### config.mk
export PLATFORM = sky130hd
export DESIGN_NAME = regfile_write_arbiter
export DESIGN_NICKNAME = d
export VERILOG_FILES = /design/src/rtl/regfile_write_arbiter.sv
export SDC_FILE = /design/constraint.sdc
export NUM_CORES = 1
export LEC_CHECK = 0
export BUFFER_PORTS_ARGS = -buffer_cell sky130_fd_sc_hd__buf_2
export CAP_MARGIN = 20
export CORE_UTILIZATION = 42
export DETAILED_ROUTE_END_ITERATION = 12
export PLACE_DENSITY = 0.77
export SLEW_MARGIN = 20
export SYNTH_ARGS = -nofsm -noshare
export SYNTH_HDL_FRONTEND = slang
export SYNTH_SLANG_ARGS = --single-unit
### constraint.sdc
create_clock -name clk -period 2.2 [get_ports clk]
set_input_delay 0.33 -clock clk [delete_from_list [all_inputs] [get_ports clk]]
set_output_delay 0.33 -clock clk [all_outputs]
set_load 0.02 [all_outputs]
### src/rtl/regfile_write_arbiter.sv
// Two-requester write arbiter in front of a single register-file write port.
// Grants are combinational; the winning write is registered onto wr_* one
// cycle later. A requester holding lock keeps the port for up to MAXBURST
// consecutive grants, after which round-robin priority passes to the other.
//
// Handshake: a write is accepted in any cycle where reqX && gntX. A grant is
// never raised without its request, and at most one grant is high at a time.
// The accepted write appears on wr_enable/wr_addr/wr_data exactly one cycle
// later. Writes to register 0 are consumed but never enabled.
module regfile_write_arbiter #(
    parameter int MAXBURST = 4
) (
    input  logic        clk,
    input  logic        rst_n,
    input  logic        req0,
    input  logic [4:0]  addr0,
    input  logic [31:0] data0,
    input  logic        lock0,
    input  logic        req1,
    input  logic [4:0]  addr1,
    input  logic [31:0] data1,
    input  logic        lock1,
    output logic        gnt0,
    output logic        gnt1,
    output logic        wr_enable,
    output logic [4:0]  wr_addr,
    output logic [31:0] wr_data,
    output logic [1:0]  owner
);

    localparam logic [1:0] S_IDLE = 2'd0;
    localparam logic [1:0] S_OWN0 = 2'd1;
    localparam logic [1:0] S_OWN1 = 2'd2;

    // A burst limit of one means a lock can never extend ownership.
    localparam bit         CAN_LOCK = (MAXBURST > 1);
    localparam logic [3:0] MAX_CNT  = 4'(MAXBURST);

    logic [1:0] state, state_nxt;
    logic       prio, prio_nxt;
    logic [3:0] cnt, cnt_nxt;
    logic [3:0] cnt_inc;

    logic        accept;
    logic [4:0]  sel_addr;
    logic [31:0] sel_data;

    // Arbiter state register: ownership, round-robin pointer, burst count.
    always_ff @(posedge clk or negedge rst_n) begin
        if (!rst_n) begin
            state <= S_IDLE;
            prio  <= 1'b0;
            cnt   <= 4'd0;
        end else begin
            state <= state_nxt;
            prio  <= prio_nxt;
            cnt   <= cnt_nxt;
        end
    end

    // Next-state logic: enter/extend/leave ownership based on lock and count.
    always_comb begin
        state_nxt = state;
        prio_nxt  = prio;
        cnt_nxt   = cnt;
        cnt_inc   = cnt + 4'd1;
        case (state)
            S_IDLE: begin
                if (gnt0) begin
                    prio_nxt = 1'b1;
                    if (lock0 && CAN_LOCK) begin
                        state_nxt = S_OWN0;
                        cnt_nxt   = 4'd1;
                    end
                end else if (gnt1) begin
                    prio_nxt = 1'b0;
                    if (lock1 && CAN_LOCK) begin
                        state_nxt = S_OWN1;
                        cnt_nxt   = 4'd1;
                    end
                end
            end
            S_OWN0: begin
                if (req0 && lock0 && (cnt_inc < MAX_CNT)) begin
                    cnt_nxt = cnt_inc;
                end else begin
                    // Leaving ownership hands priority to the other side.
                    state_nxt = S_IDLE;
                    cnt_nxt   = 4'd0;
                    prio_nxt  = 1'b1;
                end
            end
            S_OWN1: begin
                if (req1 && lock1 && (cnt_inc < MAX_CNT)) begin
                    cnt_nxt = cnt_inc;
                end else begin
                    state_nxt = S_IDLE;
                    cnt_nxt   = 4'd0;
                    prio_nxt  = 1'b0;
                end
            end
            default: begin
                state_nxt = S_IDLE;
                cnt_nxt   = 4'd0;
            end
        endcase
    end

    // Grant outputs: owner-exclusive while locked, round-robin when idle.
    always_comb begin
        gnt0 = 1'b0;
        gnt1 = 1'b0;
        if (rst_n) begin
            case (state)
                S_IDLE: begin
                    if (req0 && (!req1 || !prio)) gnt0 = 1'b1;
                    else if (req1)                gnt1 = 1'b1;
                end
                S_OWN0:  gnt0 = req0;
                S_OWN1:  gnt1 = req1;
                default: ;
            endcase
        end
    end

    assign owner    = state;
    assign accept   = gnt0 | gnt1;
    assign sel_addr = gnt1 ? addr1 : addr0;
    assign sel_data = gnt1 ? data1 : data0;

    // Write port register: register 0 writes are swallowed, idle cycles hold addr/data.
    always_ff @(posedge clk or negedge rst_n) begin
        if (!rst_n) begin
            wr_enable <= 1'b0;
            wr_addr   <= 5'd0;
            wr_data   <= 32'd0;
        end else begin
            wr_enable <= accept && (sel_addr != 5'd0);
            if (accept && (sel_addr != 5'd0)) begin
                wr_addr <= sel_addr;
                wr_data <= sel_data;
            end
        end
    end

endmodule

=== Word level (Yosys, flattened, before mapping) ===
Cells that the tools add are included.

* Register bits: 45
* Input bits: 80
* Output and inout bits: 42
* Word-level logic and storage cells: 59

* $add $sub $neg: 1
* Magnitude comparators: 1
* Equal/unequal tests: 7
* Multiplexer cells: 28
* Bitwise logic cells: 1
* Reductions and logical operators: 15

{| class="wikitable"
|+ Operator list
! kind !! count
|-
| 32-bit 2-to-1 mux || 1
|-
| 4-bit 2-to-1 mux || 6
|-
| 2-bit 2-to-1 mux || 6
|-
| 4-bit case mux with 3 select lines || 1
|-
| 1-bit 2-to-1 mux || 9
|-
| 3-bit != test (second input constant) || 3
|-
| 1-bit logical AND || 6
|-
| 2-bit case mux with 3 select lines || 1
|-
| 5-bit 2-to-1 mux || 1
|-
| 5-bit AND reduction || 1
|-
| 5-bit nonzero test || 1
|-
| 4-bit by 1-bit adder with 4-bit output (second input constant) || 1
|-
| 4-bit by 3-bit < comparator with 1-bit output (second input constant) || 1
|-
| 2-bit != test (second input constant) || 2
|-
| 1-bit case mux with 2 select lines || 2
|-
| 4-bit AND reduction || 1
|-
| 1-bit case mux with 3 select lines || 1
|-
| 3-bit AND reduction || 1
|-
| 3-bit nonzero test || 1
|-
| 2-bit by 1-bit == test with 1-bit output (second input constant) || 1
|-
| 2-bit == test (second input constant) || 1
|-
| 1-bit zero test || 2
|-
| 2-bit zero test || 1
|-
| 1-bit logical OR || 1
|-
| 1-bit OR || 1
|}

=== Longest topological paths before layout ===
Gate-level depths: netlist of run 1.

* Depth after elaboration: 9
* Depth in mapped cells: 8
* Depth with buffers taken out: 7

=== Least setup slack after synthesis of run 1 ===
No wires, ideal clock.

* Path type: register -> register
* Start point: register state[0] (netlist: owner[0])
* End point: register wr_data[0]
* Data arrival time: 2317 ps
* Data required time: 2075 ps
* Path slack: -242 ps
* Cell stages (with the launch flop): 8
* Clock period less this slack: 2442 ps
* Path through: dfrtp_1 inv_1 ha_1 or3b_1 o2111ai_2 mux2i_4 buf_6 mux2_4

* Longest elaborated chain between the ends: 6
* Elaborated cells between the ends (all ways): 12
* Classes of those cells: eq/ne (2); mux (6); bitwise (1); reduce/logical (3)

{| class="wikitable"
|+ RTL lines
! what !! RTL line !! RTL
|-
| start, declared || 39 || <nowiki>logic [1:0] state, state_nxt;</nowiki>
|-
| start signal, assigned || 55 || <nowiki>state <= state_nxt;</nowiki>
|-
| 2-bit == test / 2-bit zero test (equally long branches) || 114 || <nowiki>case (state)</nowiki>
|-
| 1-bit case mux with 2 select lines || 114 ||
|-
| 1-bit 2-to-1 mux || 113 || <nowiki>if (rst_n) begin</nowiki>
|-
| 5-bit 2-to-1 mux || 128 || <nowiki>assign sel_addr = gnt1 ? addr1 : addr0;</nowiki>
|-
| 5-bit nonzero test || 139 || <nowiki>if (accept && (sel_addr != 5'd0)) begin</nowiki>
|-
| 1-bit logical AND || 139 ||
|-
| end signal, assigned || 141 || <nowiki>wr_data <= sel_data;</nowiki>
|-
| end, declared || 27 || <nowiki>output logic [31:0] wr_data,</nowiki>
|}

Parallel ways exist; a longest one is shown, timed or not.
A chain may end at the register's enable or synchronous reset.

=== Worst setup path after layout of run 1 ===
* Start point: register state[1] (netlist: owner[1])
* End point: register wr_data[21]

Same word-level chain as after synthesis.

==> flow_metrics.tcl, run 1 <==
set metrics [dict create \
    postLayoutCoreUtil_pct 62.7 \
    die_w_um 79.7 \
    fin_setup_tns_ns 0 \
    syn_nets 273 \
    synth_seq_cells 45 \
    wire_per_inst_um 15.4 \
    fin_nets 414 \
    cp.arrival_ns 2.37 \
    synth_warnings 0 \
    hold_viol_final 0 \
    crit_chain "ha_4 -> or3b_4 -> o2111ai_4 -> buf_12 -> buf_4 -> mux2_2 -> mux2_4" \
    cap_violations 0 \
    drcViolationCount 0 \
    port_buffers 121 \
    tritoncts "done" \
    rows 27 \
    first_iter_violations 55 \
    cts_made_buffers 5 \
    p_leak_nw 1.80 \
    antenna_found_initial 0 \
    cts_buffer_depth 2 \
    p_seq_share_pct 31.7 \
    avgSynthCellArea_um2 13.5 \
    layout_common_cells "buf_2 (120), dfrtp_1 (43), mux2_2 (42)" \
    clkLatencyLatePin_ns 0.29 \
    rsz0062_at_grt "true" \
    fp.dieH_um 79.7 \
    via_count 2043 \
    clockPowerShare_pct 11.7 \
    ant_nets 0 \
    setup_viol 0 \
    worst_pin_slew_ns 0.365 \
    io_pins 122 \
    max_stage_delay_ns 0.45 \
    path_class "reg2reg" \
    layout_min_cycle_time_ns 2.18 \
    gr-usage-all-layers_pct 19.8 \
    dp_hpwl_um 4690 \
    wl_um 6190 \
    postSynthCellCount 188 \
    critPathRequiredTime_ns 2.39 \
    antennaDiodeCount 0 \
    multi_input_area_mm2 0.00137 \
    slowest_stage "dfrtp_2" \
    ys_seq_area_share_pct 44.4 \
    power_frac_comb_pct 56.6 \
    vdd_drop_max_uv 727 \
    status "finished clean" \
    switching_share_pct 38.7 \
    max_slew_margin_pct 75.6 \
    grt_pass1_vias 2047 \
    vias_per_cell 5.08 \
    min_period_over_period_pct 99.2 \
    clock-skew-final_ns 0.00546 \
    max_freq_mhz 458 \
    cts-root-buf "clkbuf_8" \
    start_util_pct 44.7 \
    cp_num_buf_inv 2 \
    syn_to_final_growth_pct 40.2 \
    syn_area_mm2 0.00254 \
    drt_pass1_iterations 4 \
    synth_flop_cell "dfrtp_1" \
    clock_sinks 45 \
    synth-edff-count 0 \
    cts_max_level 2 \
    gr-total-overflow 0 \
    gp_congestion 0.850 \
    slew_viol_final 0 \
    worstSetupEndpointType "flip-flop" \
    power_density_mw_per_mm2 1280 \
    clk_pin_slew_worst_paths_ns 0.09 \
    cell_internal_pwr_mw 2.80 \
    worstSetupStartpointType "flip-flop" \
    synth_cell_types 38 \
    switchingPower_mw 1.77 \
    coreArea_mm2 0.00568 \
    cpLargestDelayFamily "multiplexers" \
    dieArea_mm2 0.00636 \
    fillers 478 \
    fin_hold_ws_ns 0.313 \
    grt_max_degree 24 \
    drive_gt1_share_pct 70.3 \
    grt_pass1_wl_um 9560 \
    seqCellArea_mm2 0.00113 \
    synthArstFlopShare_pct 100 \
    mostFrequentLayoutCell "buf_2" \
    crit_path_max_fanout 9 \
    power_mw 4.57 \
    worstHoldPathType "in2reg" \
]
## Yosys cell counts (3+ instances only)
library cell | number | area share, %
buf_6 | 3 | 1.3
nor3_1 | 3 | 0.59
inv_1 | 9 | 1.3
a21oi_1 | 3 | 0.59
nand3_1 | 4 | 0.79
buf_2 | 3 | 0.59
a31oi_1 | 4 | 0.99
ha_1 | 5 | 2.5
nor2_1 | 4 | 0.59
nand2_1 | 4 | 0.59
mux2_2 | 43 | 19
mux2_4 | 28 | 17
dfrtp_1 | 45 | 44
## area by class of cell
cell class / instances / area share (%)
Clock buffer: 6 / 2.32
Clock inverter: 2 / 0.387
Inverter: 9 / 1.06
Multi-Input combinational cell: 127 / 38.4
Sequential cell: 45 / 31.7
Tap cell: 72 / 2.53
Timing Repair Buffer: 141 / 23.6
## registers in the layout, summed over array words and instances, names as in the netlist
signal     count
prio           1
owner          2
wr_enable      1
wr_addr        5
cnt            4
wr_data       32
## path summary, 6_finish.rpt
path	from	end	slack [ns]	cells after the start
min in group asynchronous	rst_n	prio	0.40	2
max in group asynchronous	rst_n	owner[1]	1.26	3
worst min register to register	wr_data[9]	wr_data[9]	0.51	1
worst max-delay path	owner[1]	wr_data[21]	0.02	7
worst min-delay path	addr0[4]	wr_addr[4]	0.31	3
worst max register to register	owner[1]	wr_data[21]	0.02	7
## per-stage QoR
| step | area (um2) | instances | worst slack [ns] |
|---|---|---|---|
| final | 3560 | 402 | 0.0176 |
| after global routing | 3560 | 402 | -0.0294 |
| after CTS | 3470 | 397 | 0.0116 |
| after detailed placement | 3330 | 386 | 0.0193 |
| after global placement | 3330 | 386 | 0.0641 |
| after floorplan | 2570 | 188 | -0.0344 |
## what timing repair did
| item | in CTS | in global routing |
|---|---|---|
| buffers inserted | 2 | 4 |
| cloned | 0 | 1 |
| resized for setup | 5 | 8 |
| setup endpoints to repair | 2 | 34 |
| hold buffers | 1 | 0 |
| pin swaps | 1 | 1 |
| hold endpoints to repair | 1 | 0 |
## worst min-delay path, stage by stage
cell and delay [ns]:
buf_2 0.11, nand2_1 0.05, a31oi_1 0.07
## power by group through the flow
stage / clock, mW / combinational [mW] / sequential [mW]
after global placement: 0 / 2.43 / 1.45
after detailed placement: 0 / 2.47 / 1.46
after global routing: 0.589 / 2.76 / 1.50
after CTS: 0.550 / 2.51 / 1.46
final: 0.534 / 2.59 / 1.45
after floorplan: 0 / 1.21 / 1.91
## per-layer routing
layer  routed length, um  GRT usage, %  vias to the layer above  part of all wire [%]
met5                   0             0                        -                     0
met4                 157          8.55                        0                   2.5
met3                 392          4.57                       13                   6.3
met2                3180          35.8                       89                    51
met1                2460          21.9                      967                    40
li1                    -             -                      974                     -
## cells by family (layout without fill, tap and decap cells)
logic type | after synthesis | in the layout | synth area share [%]
buffers and inverters | 16 | 158 | 3.55
multiplexers | 73 | 73 | 36.9
adder cells (fa/ha/maj) | 5 | 5 | 2.47
AO/OA/AOI/OAI | 22 | 22 | 6.66
AND/OR/NAND/NOR | 27 | 27 | 6.02
flip-flops | 45 | 45 | 44.4
Note: power is estimated with default switching activity, not from simulation.
==> inputs of run 2 (changes only) <==
--- a/config.mk
+++ b/config.mk
@@ -10,6 +10,7 @@
 export CORE_UTILIZATION = 42
 export DETAILED_ROUTE_END_ITERATION = 12
 export PLACE_DENSITY = 0.77
+export REMOVE_ABC_BUFFERS = 1
 export SLEW_MARGIN = 20
 export SYNTH_ARGS = -nofsm -noshare
 export SYNTH_HDL_FRONTEND = slang
==> run 2 against run 1 <==
Against the previous run:
- sequential share of layout area down 2.0 points
- largest power group unchanged
- non-clock buffer count increased by 6
- combinational power is 12% higher
- sequential power barely moved
- via count increased by 3.6%
- flip-flop and latch count unchanged
- fmax is 0.66% lower
- routed wire length grew 6.1%
- clock skew up 0.00055 ns
- clock power rose by 17%
==> flow_metrics.tcl, run 2 (synthesis gave the netlist of run 1 again) <==
set metrics [dict create \
    status "finished clean" \
    layout_common_cells "buf_2 (120), dfrtp_1 (45), mux2_2 (36)" \
    rr_endpoint "wr_data[15]" \
    max_slew_margin_pct 64.3 \
    tritoncts "done" \
    wl_um 6570 \
    crit_chain "inv_2 -> ha_4 -> or3b_4 -> o2111ai_4 -> mux2i_4 -> buf_12 -> clkbuf_16 -> mux2_4" \
    dp_hpwl_um 4170 \
    min_period_over_period_pct 99.9 \
    clock-skew-final_ns 0.00600 \
    finalNonFillerCells 408 \
    drt_pass1_iterations 4 \
    mostFrequentLayoutCell "buf_2" \
    rsz0062_at_grt "true" \
    hold_end "wr_addr[4]" \
    drcViolationCount 0 \
    grt_max_degree 44 \
    cap_violations 0 \
    ant_nets 0 \
    dieArea_mm2 0.00636 \
    cts_buffer_depth 2 \
    dp_cells 387 \
    reg2reg_from "owner[0]" \
    start_util_pct 44.7 \
    grt_pass1_vias 2121 \
    syn_to_final_growth_pct 49.4 \
    layout_min_cycle_time_ns 2.20 \
    cts_made_buffers 5 \
    fin_hold_ws_ns 0.326 \
    postLayoutCoreUtil_pct 66.8 \
    hold_path_depth 3 \
    cp.arrival_ns 2.39 \
    worst_pin_slew_ns 0.535 \
    worstHoldPathType "in2reg" \
    power_density_mw_per_mm2 1320 \
    top_register "wr_data" \
    antennaDiodeCount 0 \
    largest_registers "wr_data: 32 flops, wr_addr: 5 flops, cnt: 4 flops" \
    postLayoutCellArea_mm2 0.00379 \
    rr_worst_depth 8 \
    critPathRequiredTime_ns 2.39 \
    cts_max_level 2 \
    slowest_stage "dfrtp_1" \
    place_area_mm2 0.00332 \
    port_buffers 121 \
    max_stage_delay_ns 0.38 \
    via_count 2116 \
    reg2reg_slack_ns 0.003 \
    wire_per_inst_um 16.1 \
    cp-startpoint "owner[0]" \
    fin_nets 420 \
    crit_cells 8 \
    worstSetupStartpointType "flip-flop" \
    setup_viol 0 \
    path_class "reg2reg" \
    fillers 425 \
    first_iter_violations 50 \
    crit_path_max_fanout 9 \
    vias_per_cell 5.19 \
    cpLargestDelayFamily "multiplexers" \
    cts-root-buf "clkbuf_8" \
    hold_viol_final 0 \
    slew_viol_final 0 \
    min-delay-start "addr0[4]" \
    clock_sinks 45 \
    io_pins 122 \
    clkLatencyLatePin_ns 0.29 \
    gr-usage-all-layers_pct 20.8 \
    cp_num_buf_inv 3 \
    largest_reg_flops 32 \
    gp_congestion 0.809 \
    p_leak_nw 1.92 \
    clk_pin_slew_worst_paths_ns 0.09 \
    die_w_um 79.7 \
    gr-total-overflow 0 \
    antenna_found_initial 0 \
    max_freq_mhz 455 \
    rows 27 \
    grt_pass1_wl_um 10000 \
    vdd_drop_max_uv 707 \
    fp.dieH_um 79.7 \
    worstSetupEndpointType "flip-flop" \
    coreArea_mm2 0.00568 \
    drive_gt1_share_pct 70.5 \
]
==> run 2: cell count changes in the layout (fill, tap and decap cells not counted), sizes merged <==
cell,previous run,this run
clkbuf,7,10
bufinv,0,1
buf,139,142
clkinv,2,1
==> run 2: what timing repair did <==
item / 4_1_cts / 5_1_grt
resized for setup: 5 / 20
setup buffers: 3 / 2
pin swaps: 1 / 3
hold buffers: 1 / 0
hold endpoints to repair: 2 / 0
setup endpoints to repair: 38 / 38
cloned: 3 / 4
==> run 2: cell type report <==
type,count,area (um2),share of cell area [%]
clock buffer,6,72.6,1.91
clock inverter,2,38.8,1.02
inverter,9,37.5,0.990
multi-input combinational,127,1410,37.1
sequential,45,1130,29.7
tap,72,90.1,2.38
timing repair buffer,147,1020,26.9
==> run 2: per-layer routing <==
| layer | track usage (%) | up-vias | part of all wire, % | wire length [um] |
|---|---|---|---|---|
| met5 | 0 | - | 0 | 0 |
| li1 | - | 989 | - | - |
| met2 | 37.2 | 91 | 51 | 3340 |
| met1 | 24.4 | 1023 | 42 | 2740 |
| met4 | 5.64 | 0 | 1.9 | 122 |
| met3 | 5.26 | 13 | 5.5 | 358 |
==> run 2: where the power goes <==
part	leakage [nW]	internal, mW	switching, mW
Combinational	1.32	1.56	1.35
Clock	0.0554	0.341	0.285
Sequential	0.541	1.22	0.234
==> run 2: per-stage QoR <==
| stage | total power [mW] | setup TNS [ns] | setup slack (ns) |
|---|---|---|---|
| after CTS | 4.71 | -0.328 | -0.0410 |
| final | 4.99 | 0 | 0.00317 |
| after global placement | 3.83 | 0 | 0.00202 |
| after floorplan | 3.06 | -66.41 | -1.67 |
| after detailed placement | 3.88 | -0.584 | -0.0483 |
| after global routing | 5.26 | -0.521 | -0.0296 |
==> run 2: how the worst max path moves through the flow <==
| stage | end | slack (ns) |
|---|---|---|
| after floorplan | wr_addr[1] | -1.67 |
| after global placement | wr_data[28] | 0.002 |
| after detailed placement | wr_data[28] | -0.05 |
| after CTS | wr_data[29] | -0.04 |
| after global routing | wr_data[1] | -0.03 |
| final | wr_data[15] | 0.003 |
==> run 2: worst reg2reg max path: stages (launching register included) <==
cell and delay (ns):
dfrtp_1 0.38, inv_2 0.08, ha_4 0.16, or3b_4 0.38
o2111ai_4 0.13, mux2i_4 0.31, buf_12 0.18, clkbuf_16 0.18
mux2_4 0.30
==> inputs of run 3 (changes only) <==
--- a/config.mk
+++ b/config.mk
@@ -5,7 +5,7 @@
 export SDC_FILE = /design/constraint.sdc
 export NUM_CORES = 1
 export LEC_CHECK = 0
-export BUFFER_PORTS_ARGS = -buffer_cell sky130_fd_sc_hd__buf_2
+export BUFFER_PORTS_ARGS = -buffer_cell sky130_fd_sc_hd__clkbuf_2
 export CAP_MARGIN = 20
 export CORE_UTILIZATION = 42
 export DETAILED_ROUTE_END_ITERATION = 12
==> constraint.sdc (replaced) <==
create_clock -name clk -period 1.8 [get_ports clk]
set_input_delay 0.27 -clock clk [delete_from_list [all_inputs] [get_ports clk]]
set_output_delay 0.27 -clock clk [all_outputs]
set_load 0.02 [all_outputs]
==> run 3 against run 2 <==
Against the previous run:
- clock power up 13%
- global-route usage down 0.20 points
- total power rose by 22%
- the flow now finishes with violations (setup timing)
- largest cell class unchanged
- largest power group unchanged
- utilization is 0.93 points higher
- routed wire length barely moved
- critical path type unchanged
==> flow_metrics.tcl, run 3 (synthesis gave the netlist of run 1 again) <==
set metrics [dict create \
    cts_buffer_depth 2 \
    drcViolationCount 0 \
    wl_met2_um 3450 \
    clock-skew-final_ns 0.00675 \
    largest_reg_flops 32 \
    antennaDiodeCount 0 \
    seqCellArea_mm2 0.00113 \
    port_buffers 121 \
    gr-usage-all-layers_pct 20.6 \
    min_period_over_period_pct 120 \
    violations "setup timing" \
    reg2reg_slack_ns -0.36 \
    dieArea_mm2 0.00636 \
    clkLatencyLatePin_ns 0.30 \
    syn_to_final_growth_pct 51.5 \
    dr_wl_met3_um 328 \
    wl_met1_um 2700 \
    tritoncts "done" \
    grt_pass1_wl_um 10100 \
    cts_made_buffers 5 \
    layout_min_cycle_time_ns 2.16 \
    cts_max_level 2 \
    dp_hpwl_um 4490 \
    top_register "wr_data" \
    worst_pin_slew_ns 0.541 \
    rows 27 \
    slowest_stage "dfrtp_1" \
    multi_input_area_mm2 0.00146 \
    worstSetupEndpointType "flip-flop" \
    slew_viol_final 0 \
    die_w_um 79.7 \
    ant_nets 0 \
    drt_pass1_iterations 4 \
    rsz0062_at_grt "true" \
    wire_per_inst_um 15.7 \
    layout_common_cells "clkbuf_2 (119), dfrtp_1 (45), mux2_2 (36)" \
    fin_setup_tns_ns -12.99 \
    antenna_found_initial 0 \
    start_util_pct 44.7 \
    via_count 2133 \
    max_stage_delay_ns 0.43 \
    top_layer_used "met4" \
    p_leak_nw 1.97 \
    clk_pin_slew_worst_paths_ns 0.08 \
    status "finished with violations" \
    io_pins 122 \
    worstHoldPathType "in2async" \
    first_iter_violations 88 \
    cpLargestDelayFamily "multiplexers" \
    hold_viol_final 0 \
    grt_pass1_vias 2272 \
    largest_registers "wr_data: 32 flops, wr_addr: 5 flops, cnt: 4 flops" \
    fillers 426 \
    max_slew_margin_pct 63.9 \
    critPathMostFrequentCell "buf_12" \
    wl_um 6560 \
    vdd_drop_max_uv 903 \
    path_class "reg2reg" \
    fp.dieH_um 79.7 \
    critPathRequiredTime_ns 1.99 \
    cap_violations 0 \
    gr-total-overflow 0 \
    gp_congestion 0.819 \
    cts-root-buf "clkbuf_8" \
    worstSetupStartpointType "flip-flop" \
    mostFrequentLayoutCell "clkbuf_2" \
    cp_num_buf_inv 2 \
    grt_max_degree 43 \
    setup_ws_ns -0.362 \
    clock_sinks 45 \
    crit_path_max_fanout 10 \
    rr_endpoint "wr_data[27]" \
    fin_nets 430 \
    power_density_mw_per_mm2 1580 \
    setup_viol 47 \
    coreArea_mm2 0.00568 \
    drive_gt1_share_pct 73.1 \
    cp.arrival_ns 2.35 \
    rr_worst_depth 7 \
    dp_worst_setup_slack_ns -0.437 \
    reg2reg_from "owner[1]" \
    vias_per_cell 5.10 \
    crit_chain "ha_4 -> or3b_4 -> o2111ai_4 -> mux2i_4 -> buf_12 -> buf_12 -> mux2_2" \
    max_freq_mhz 463 \
]
[run 3: timing repair]
item | 4_1_cts | 5_1_grt
setup endpoints to repair | 47 | 47
pin swaps | 6 | 8
hold buffers | 1 | 0
hold endpoints to repair | 3 | 0
resized for setup | 42 | 11
gates cloned | 0 | 2
setup buffers | 2 | 7
[run 3: per-stage QoR]
| step | std cells | util (%) | hold slack [ns] | power, mW | instance area [um2] |
|---|---|---|---|---|---|
| finish | 418 | 67.7 | 0.217 | 6.09 | 3840 |
| floorplan | 181 | - | -0.0256 | 3.74 | 2480 |
| CTS | 409 | 64.9 | 0.222 | 5.86 | 3690 |
| detailed placement | 399 | 59.9 | 0.310 | 4.86 | 3400 |
| global route | 418 | 67.7 | 0.247 | 6.46 | 3840 |
| global placement | 399 | 59.9 | 0.327 | 4.79 | 3400 |
[run 3: worst max path at each step]
stage                         from           to  cells past startpoint
after floorplan           owner[0]   wr_addr[1]                      5
after global placement    owner[0]  wr_data[28]                      7
after detailed placement  owner[0]  wr_data[23]                      7
after CTS                 owner[1]  wr_data[28]                      6
after global routing      owner[0]  wr_data[27]                      8
final                     owner[1]  wr_data[27]                      7
[run 3: where the power goes]
group / internal (mW) / switching (mW)
registers: 1.49 / 0.294
logic: 1.91 / 1.69
clock network: 0.355 / 0.354
[run 3: layer usage]
layer	global-route usage (%)	up-vias
met4	8.00	0
met5	0	-
met1	23.6	1030
met2	36.6	82
li1	-	1012
met3	4.91	9
[run 3: final cells by class]
| class | count | share of cell area, % |
|---|---|---|
| Clock buffer | 7 | 2.51 |
| Clock inverter | 1 | 0.228 |
| Inverter | 9 | 1.20 |
| Multi-Input combinational cell | 127 | 38.0 |
| Sequential cell | 45 | 29.3 |
| Tap cell | 72 | 2.34 |
| Timing Repair Buffer | 157 | 26.4 |
